===== src/rtl/pixel_pkg.sv =====
// pixel_pkg: shared types and constants for the colour mixer arbiter.
// Holds the channel geometry, the pixel type, the four-operand mixer record
// and the record carried down the in-flight tracking pipe.
package pixel_pkg;

    localparam int SUB_PIXEL_WIDTH     = 8;
    localparam int NUMBER_OF_SUB_PIXEL = 4;
    localparam int PIXEL_WIDTH         = SUB_PIXEL_WIDTH * NUMBER_OF_SUB_PIXEL;
    localparam int USER_WIDTH          = 16;

    typedef logic [PIXEL_WIDTH-1:0] pixel_t;

    // Operand A sits in the least significant bits, matching the requester bus layout.
    typedef struct packed {
        pixel_t d;
        pixel_t c;
        pixel_t b;
        pixel_t a;
    } mix_op_t;

    // One slot of the tracking pipe: a bubble has valid = 0.
    typedef struct packed {
        logic                  valid;
        logic                  id;
        logic [USER_WIDTH-1:0] user;
    } track_t;

endpackage


===== src/rtl/rr_arbiter2.sv =====
// rr_arbiter2: two-way round-robin arbiter.
// Ports:
//   aclk, reset     clock and asynchronous active-high reset
//   i_req[1:0]      request per requester
//   i_accept        the current grant was actually taken this cycle
//   o_grant_valid   some requester is granted
//   o_grant_id      index of the granted requester
module rr_arbiter2 (
    input  logic       aclk,
    input  logic       reset,
    input  logic [1:0] i_req,
    input  logic       i_accept,
    output logic       o_grant_valid,
    output logic       o_grant_id
);

    // Remembers the last requester that completed a transfer. Resetting it to 1
    // makes requester 0 the preferred one after reset.
    logic r_last_id;

    // A lone requester always wins; under contention the one that did not win
    // last time gets the grant.
    always_comb begin
        o_grant_valid = |i_req;
        o_grant_id    = 1'b0;
        case (i_req)
            2'b01:   o_grant_id = 1'b0;
            2'b10:   o_grant_id = 1'b1;
            2'b11:   o_grant_id = ~r_last_id;
            default: o_grant_id = 1'b0;
        endcase
    end

    // The pointer only moves when the grant turns into a real transfer, so a
    // stalled grant keeps its priority.
    always_ff @(posedge aclk or posedge reset) begin
        if (reset) begin
            r_last_id <= 1'b1;
        end else if (i_accept) begin
            r_last_id <= o_grant_id;
        end
    end

endmodule


===== src/rtl/color_mixer_arbiter.sv =====
// color_mixer_arbiter: shares one external (A*B)+(C*D) colour mixer between
// two requesters, tracks in-flight operations and returns each result to its
// owner through a one-entry output register.
// Ports:
//   aclk, reset            clock and asynchronous active-high reset
//   s_valid/s_ready[1:0]   per-requester operation handshake
//   s_colors               per requester {D,C,B,A}, requester 0 in the LSBs
//   s_user                 per-requester sideband tag
//   m_valid/m_ready[1:0]   per-requester result handshake
//   m_color, m_user        shared result colour and tag
//   mix_ce                 mixer clock enable
//   mix_color_a..d         mixer operands
//   mix_result             registered mixer output
module color_mixer_arbiter
    import pixel_pkg::*;
#(
    parameter int MIX_LATENCY = 2
) (
    input  logic                       aclk,
    input  logic                       reset,
    input  logic [1:0]                 s_valid,
    output logic [1:0]                 s_ready,
    input  logic [2*4*PIXEL_WIDTH-1:0] s_colors,
    input  logic [2*USER_WIDTH-1:0]    s_user,
    output logic [1:0]                 m_valid,
    input  logic [1:0]                 m_ready,
    output logic [PIXEL_WIDTH-1:0]     m_color,
    output logic [USER_WIDTH-1:0]      m_user,
    output logic                       mix_ce,
    output logic [PIXEL_WIDTH-1:0]     mix_color_a,
    output logic [PIXEL_WIDTH-1:0]     mix_color_b,
    output logic [PIXEL_WIDTH-1:0]     mix_color_c,
    output logic [PIXEL_WIDTH-1:0]     mix_color_d,
    input  logic [PIXEL_WIDTH-1:0]     mix_result
);

    localparam int OP_W = $bits(mix_op_t);

    mix_op_t               w_ops [2];
    logic [USER_WIDTH-1:0] w_user [2];
    mix_op_t               w_sel_op;
    logic                  w_grant_valid;
    logic                  w_grant_id;
    logic                  w_accept;
    logic                  w_mix_ce;

    track_t                r_pipe [1:MIX_LATENCY];
    track_t                r_out;
    pixel_t                r_out_color;

    assign w_ops[0]  = s_colors[0 +: OP_W];
    assign w_ops[1]  = s_colors[OP_W +: OP_W];
    assign w_user[0] = s_user[0 +: USER_WIDTH];
    assign w_user[1] = s_user[USER_WIDTH +: USER_WIDTH];

    // The whole pipe advances unless the output register holds a result its
    // owner is not taking. A stall on one requester therefore blocks both,
    // since they share a single pipe; a bubble at the output never stalls.
    assign w_mix_ce = !r_out.valid || m_ready[r_out.id];
    assign w_accept = w_mix_ce && w_grant_valid;
    assign mix_ce   = w_mix_ce;
    assign s_ready  = {w_accept && w_grant_id, w_accept && !w_grant_id};

    rr_arbiter2 u_arbiter (
        .aclk          (aclk),
        .reset         (reset),
        .i_req         (s_valid),
        .i_accept      (w_accept),
        .o_grant_valid (w_grant_valid),
        .o_grant_id    (w_grant_id)
    );

    // Operands follow the granted requester; with no grant the mixer sees zeros
    // and the matching tracking slot carries a bubble.
    always_comb begin
        w_sel_op = '0;
        if (w_grant_valid) begin
            w_sel_op = w_ops[w_grant_id];
        end
    end

    assign mix_color_a = w_sel_op.a;
    assign mix_color_b = w_sel_op.b;
    assign mix_color_c = w_sel_op.c;
    assign mix_color_d = w_sel_op.d;

    // Tracking pipe mirrors the mixer's depth so that the record leaving the
    // last stage lines up with mix_result; both land in the output register
    // together. Everything holds while the mixer clock enable is low.
    always_ff @(posedge aclk or posedge reset) begin
        if (reset) begin
            for (int k = 1; k <= MIX_LATENCY; k++) begin
                r_pipe[k] <= '0;
            end
            r_out       <= '0;
            r_out_color <= '0;
        end else if (w_mix_ce) begin
            r_pipe[1] <= '{valid: w_accept, id: w_grant_id, user: w_user[w_grant_id]};
            for (int k = 2; k <= MIX_LATENCY; k++) begin
                r_pipe[k] <= r_pipe[k-1];
            end
            r_out       <= r_pipe[MIX_LATENCY];
            r_out_color <= mix_result;
        end
    end

    assign m_valid = {r_out.valid && r_out.id, r_out.valid && !r_out.id};
    assign m_color = r_out_color;
    assign m_user  = r_out.user;

endmodule


===== config.mk =====
export PLATFORM = sky130hd
export DESIGN_NAME = color_mixer_arbiter
export DESIGN_NICKNAME = d
export VERILOG_FILES = /design/src/rtl/pixel_pkg.sv /design/src/rtl/rr_arbiter2.sv /design/src/rtl/color_mixer_arbiter.sv
export SDC_FILE = /design/constraint.sdc
export NUM_CORES = 1
export LEC_CHECK = 0
export BUFFER_PORTS_ARGS = -buffer_cell sky130_fd_sc_hd__buf_2
export CORE_AREA = 2 2 199 201
export CTS_BUF_LIST = sky130_fd_sc_hd__clkbuf_2 sky130_fd_sc_hd__clkbuf_4 sky130_fd_sc_hd__clkbuf_8
export CTS_CLUSTER_DIAMETER = 50
export DETAILED_ROUTE_END_ITERATION = 7
export DIE_AREA = 0 0 201 203
export PLACE_DENSITY_LB_ADDON = 0.15
export SLEW_MARGIN = 10
export SYNTH_ARGS = -nofsm -noshare
export SYNTH_HDL_FRONTEND = slang
export SYNTH_SLANG_ARGS = --single-unit
export TNS_END_PERCENT = 1

===== constraint.sdc =====
create_clock -name aclk -period 3.28 [get_ports aclk]
set_clock_uncertainty 0.15 [all_clocks]
set_input_delay 0.984 -clock aclk [delete_from_list [all_inputs] [get_ports aclk]]
set_output_delay 0.984 -clock aclk [all_outputs]
set_load 0.01 [all_outputs]

# Yosys cells after proc, flatten, opt, wreduce, memory -nomap -nowiden

Index checks and enable logic that the tools add are counted.

$lt $le $gt $ge: 2
Eq/ne operators: 2
Muxes and demuxes: 10
Bitwise operators: 2
Reduce and logical (&&, ||, !) cells: 10

Operators by type and width:

| operator                                                             | count |
|---|---|
| 128-bit 2-to-1 mux                                                   | 4 |
| 16-bit 2-to-1 mux                                                    | 3 |
| 1-bit logical AND                                                    | 5 |
| 2-bit == test, second input constant                                 | 2 |
| 1-bit logical NOT                                                    | 3 |
| 2-bit >= comparator, second input constant                           | 1 |
| 1-bit by 2-bit < comparator with 1-bit output, second input constant | 1 |
| 1-bit 2-to-1 mux                                                     | 2 |
| 1-bit NOT with 2-bit output                                          | 1 |
| 1-bit case mux with 2 select lines                                   | 1 |
| 2-bit OR reduction                                                   | 1 |
| 1-bit logical OR                                                     | 1 |
| 1-bit NOT                                                            | 1 |

Register bits after elaboration: 87
Input bits: 326
Output and inout bits: 181

# Longest topological paths before layout

Depth after elaboration: 7
Gate-level depth with buffers: 8
Mapped depth without buffers: 4

# By module

Synthesis repeated with hierarchy kept, for this count alone.

Cell total of the unflattened synthesis: 517
Area total of the unflattened synthesis: 5833.1 sq um

By module, submodules not included:

| module              | instances | cells an instance | area each (sq um) |
|---|---|---|---|
| color_mixer_arbiter | 1         | 512               | 5770.5 |
| rr_arbiter2         | 1         | 5                 | 62.6 |

# Worst setup path before layout

OpenSTA, ideal clock, no wires.

Path type: input-to-output
From: input port s_valid[0]
To: output port mix_color_d[11]
Arrival: 2123 ps
Required time: 2146 ps
Path slack: 23 ps
Stages: 8
Buffers on the path: 5
Path through: clkbuf_2 -> a21boi_2 -> buf_4 -> buf_4 -> buf_4 -> buf_2 -> nand2_1 -> o21ai_0

Cells in the longest elaborated chain, start to end: 7

Ends and longest elaborated chain:

| what                                                   | line                      | text |
|---|---|---|
| start: declaration                                     | color_mixer_arbiter.sv:21 | `input logic [1:0] s_valid,` |
| 2-bit == test                                          | rr_arbiter2.sv:26         | `case (i_req)` |
| 1-bit case mux with 2 select lines                     | rr_arbiter2.sv:26         |  |
| 1-bit NOT with 2-bit output (implied by the code)      | color_mixer_arbiter.sv:78 | `w_sel_op = w_ops[w_grant_id];` |
| 128-bit 2-to-1 mux (implied by the code) (3 in series) | color_mixer_arbiter.sv:78 |  |
| 128-bit 2-to-1 mux (*)                                 | color_mixer_arbiter.sv:77 | `if (w_grant_valid) begin` |
| end: declaration                                       | color_mixer_arbiter.sv:33 | `output logic [PIXEL_WIDTH-1:0] mix_color_d,` |

Mark *: on every way between the ends. The rest lies on a longest branch, timed or not. The select of a mux whose other input is x is not followed.

# Worst setup path in the final report

From: input port s_valid[0]
To: output port mix_color_d[21]

Same word-level chain as after synthesis.

==> impl_metrics.ini <==
[run_status]
outcome = finished, final reports clean

[flow_run]
cap_viol_max_count = 0

[final_layout]
fillers = 4402
nets = 1479
drive_above_1_share_pct = 58.0
fin_area_um2 = 9080
syn2layout_area_growth_pct = 65.1

[place]
placed_area_um2 = 8620
dp_hpwl_um = 24800
portBuffers = 506
place_congestion = 0.959

[clock_network]
cts_buffers = 9
cts_hold_buf = 0
htree_levels = 3
clk_latency_ps = 360
numClockSinks = 87
cts_buffer_depth = 2
clk_pin_slew_ps = 80
cts_tree = done
clock-root-buffer = clkbuf_8

[logic_synthesis]
synth_area_um2 = 5500
yosysSeqAreaShare_pct = 39.6
syn_area_per_cell_um2 = 8.30
yosysWarnings = 0
yosysUniqueCellTypes = 24
synthCells = 663
synth_nets = 989
ys_seq_elements = 87

[routing]
ant_nets = 0
wirelength_um = 29400
initialDrtViolationCount = 330
first_pass_iters = 4
via_per_inst = 3.79
wl_per_cell_um = 17.5
drc = 0
vias = 6378

[worst_setup_path]
slowest_stage = a21boi_4
crit_type = input pin to output port
critPathMaxStageDelay_ps = 220
crit_chain = buf_6 -> a21boi_4 -> buf_12 -> clkbuf_16 -> buf_8 -> nand2_1 -> o21ai_0 -> buf_2
arrival_ps = 2100
end_kind = output port
path_max_fanout = 13
worstPathRequired_ps = 2150
cp-start-kind = input pin
reg2reg_to = m_color[30]
rr_worst_depth = 4
ff2ff_setup_slack_ps = 1170
r2r_start = r_out[16]

[power]
power.density_nw_per_um2 = 606
leakage_nw = 4.71
vdd_drop_max_uv = 318

[hold_path]
hold_depth = 1
holdCritPathClass = register to register
hp-start = r_pipe[17]
min_to = r_out[17]

[global_routing]
grt_first_pass_wirelength_um = 41000
grt_max_degree = 51
grt-ovfl-total = 0
track_usage_pct = 13.4
grt_pass1_vias = 6333
antenna_found_initial = 10

[sta]
slew_headroom_pct = 50.9
fmax_mhz = 309
fin_crit_sh_pct = 98.5
setup_viol = 0
hold_slack_ps = 321
hold_viol = 0
rsz0062_at_grt = true
drv_slew = 0
period_minus_slack_ps = 3230
worstMarginPinSlew_ps = 737

[floorplan]
initial_utilization_pct = 14.3
die_w_um = 201
rows = 72
core_area_um2 = 38500
die_y_um = 203
dieArea_um2 = 40800
ios = 507
[routing by layer]
metal	vias to the layer above	GRT usage (%)	wire, um
met2	269	22.8	14700
met3	22	3.79	2120
met5	-	0	0
met4	0	4.37	430
met1	2928	16.3	12200
li1	3159	-	-
[kinds of logic (layout without fill, tap and decap cells)]
kind of cell	after synthesis	count (layout)	share of synthesized area [%]
buf+inv	75	570	7.87
other cells	0	8	0
mux	100	100	21.6
flops	87	87	39.6
compound gates	134	134	12.4
simple gates	267	267	18.6
[cell usage in the layout (no fill, tap or decap), types with 3 or more instances in the layout]
master / count
and2_1: 3
buf_8: 6
diode_2: 8
clkbuf_16: 4
nand2_1: 256
o21ai_1: 20
buf_6: 3
buf_4: 25
mux2_2: 82
buf_12: 6
mux2_4: 17
clkbuf_8: 10
buf_2: 505
dfrtp_1: 86
o21ai_0: 108
[timing repair]
item | CTS | global route
buffers inserted | 0 | 3
setup endpoints to repair | 9 | 52
pin swaps | 0 | 1
gates resized for setup | 2 | 27
endpoints found under the hold margin | 0 | 0
gates cloned | 0 | 4
[state kept, by name, indices dropped and copies added (netlist names)]
name,cells
r_pipe,36
m_color,32
r_out,2
u_arbiter.r_last_id,1
m_user,16
[report_power, final]
group	internal [W]	switching, W	total, W
registers	0.00158	0.000258	0.00183
clock network	0.000459	0.000407	0.000866
logic	0.00146	0.00135	0.00280
[critical path: cells and delay by family]
family                 cells  cell delay (ps)
AOI/OAI and AO/OA          2              320
and+or+nand+nor            1               70
buffers and inverters      5              720
[cells in the mapped netlist]
master    instances  share of area (%)
dfstp_2           1               0.48
inv_1             3               0.20
dfrtp_1          86                 39
mux2i_1           1               0.18
nand2b_1          2               0.23
mux2_4           17                4.6
a21boi_0          1               0.14
nand2_1         257                 18
nand3_1           1              0.091
buf_2             9               0.82
o21ai_1          13                1.2
a21boi_2          1               0.20
clkbuf_1         27                1.8
nor2_1            2               0.14
a21oi_1           2               0.18
inv_2             1              0.068
buf_4            31                4.2
buf_6             3               0.61
o22ai_1           1               0.11
nor2b_1           1               0.11
o21ai_0         116                 11
clkbuf_2          1              0.091
and2_1            4               0.45
mux2_2           82                 17
[final cells by class]
cell class	instances	area, um2	share of cell area [%]
repair buffers	550	3090	34.0
multi-input cells	501	2910	32.0
flip-flops and latches	87	2180	24.0
well taps	518	648	7.13
clock buffers	11	145	1.60
clock inverters	5	81.3	0.895
diodes	8	20.0	0.220
inverters	4	18.8	0.207
[metrics by stage]
stage | total power [W] | worst slack, ps | utilization [%] | instances | setup TNS, ps
detailed placement | 0.00460 | -27.6 | 22.4 | 1653 | -72.4
global placement | 0.00458 | 3.51 | 22.4 | 1653 | 0
CTS | 0.00551 | -4.17 | 23.0 | 1669 | -4.89
global route | 0.00592 | -20.8 | 23.6 | 1684 | -156
floorplan | 0.00361 | 22.7 | - | 663 | 0
finish | 0.00550 | 48.3 | 23.6 | 1684 | 0
[worst max-delay path by stage]
stage / startpoint / to / cells past startpoint
after floorplan: s_valid[0] / mix_color_d[11] / 8
after global routing: s_valid[1] / mix_color_a[2] / 7
after CTS: s_valid[0] / mix_color_d[18] / 8
after global placement: s_valid[0] / mix_color_c[0] / 7
after detailed placement: s_valid[0] / mix_color_d[21] / 6
final: s_valid[0] / mix_color_d[21] / 8
(Power assumes the default switching activity.)
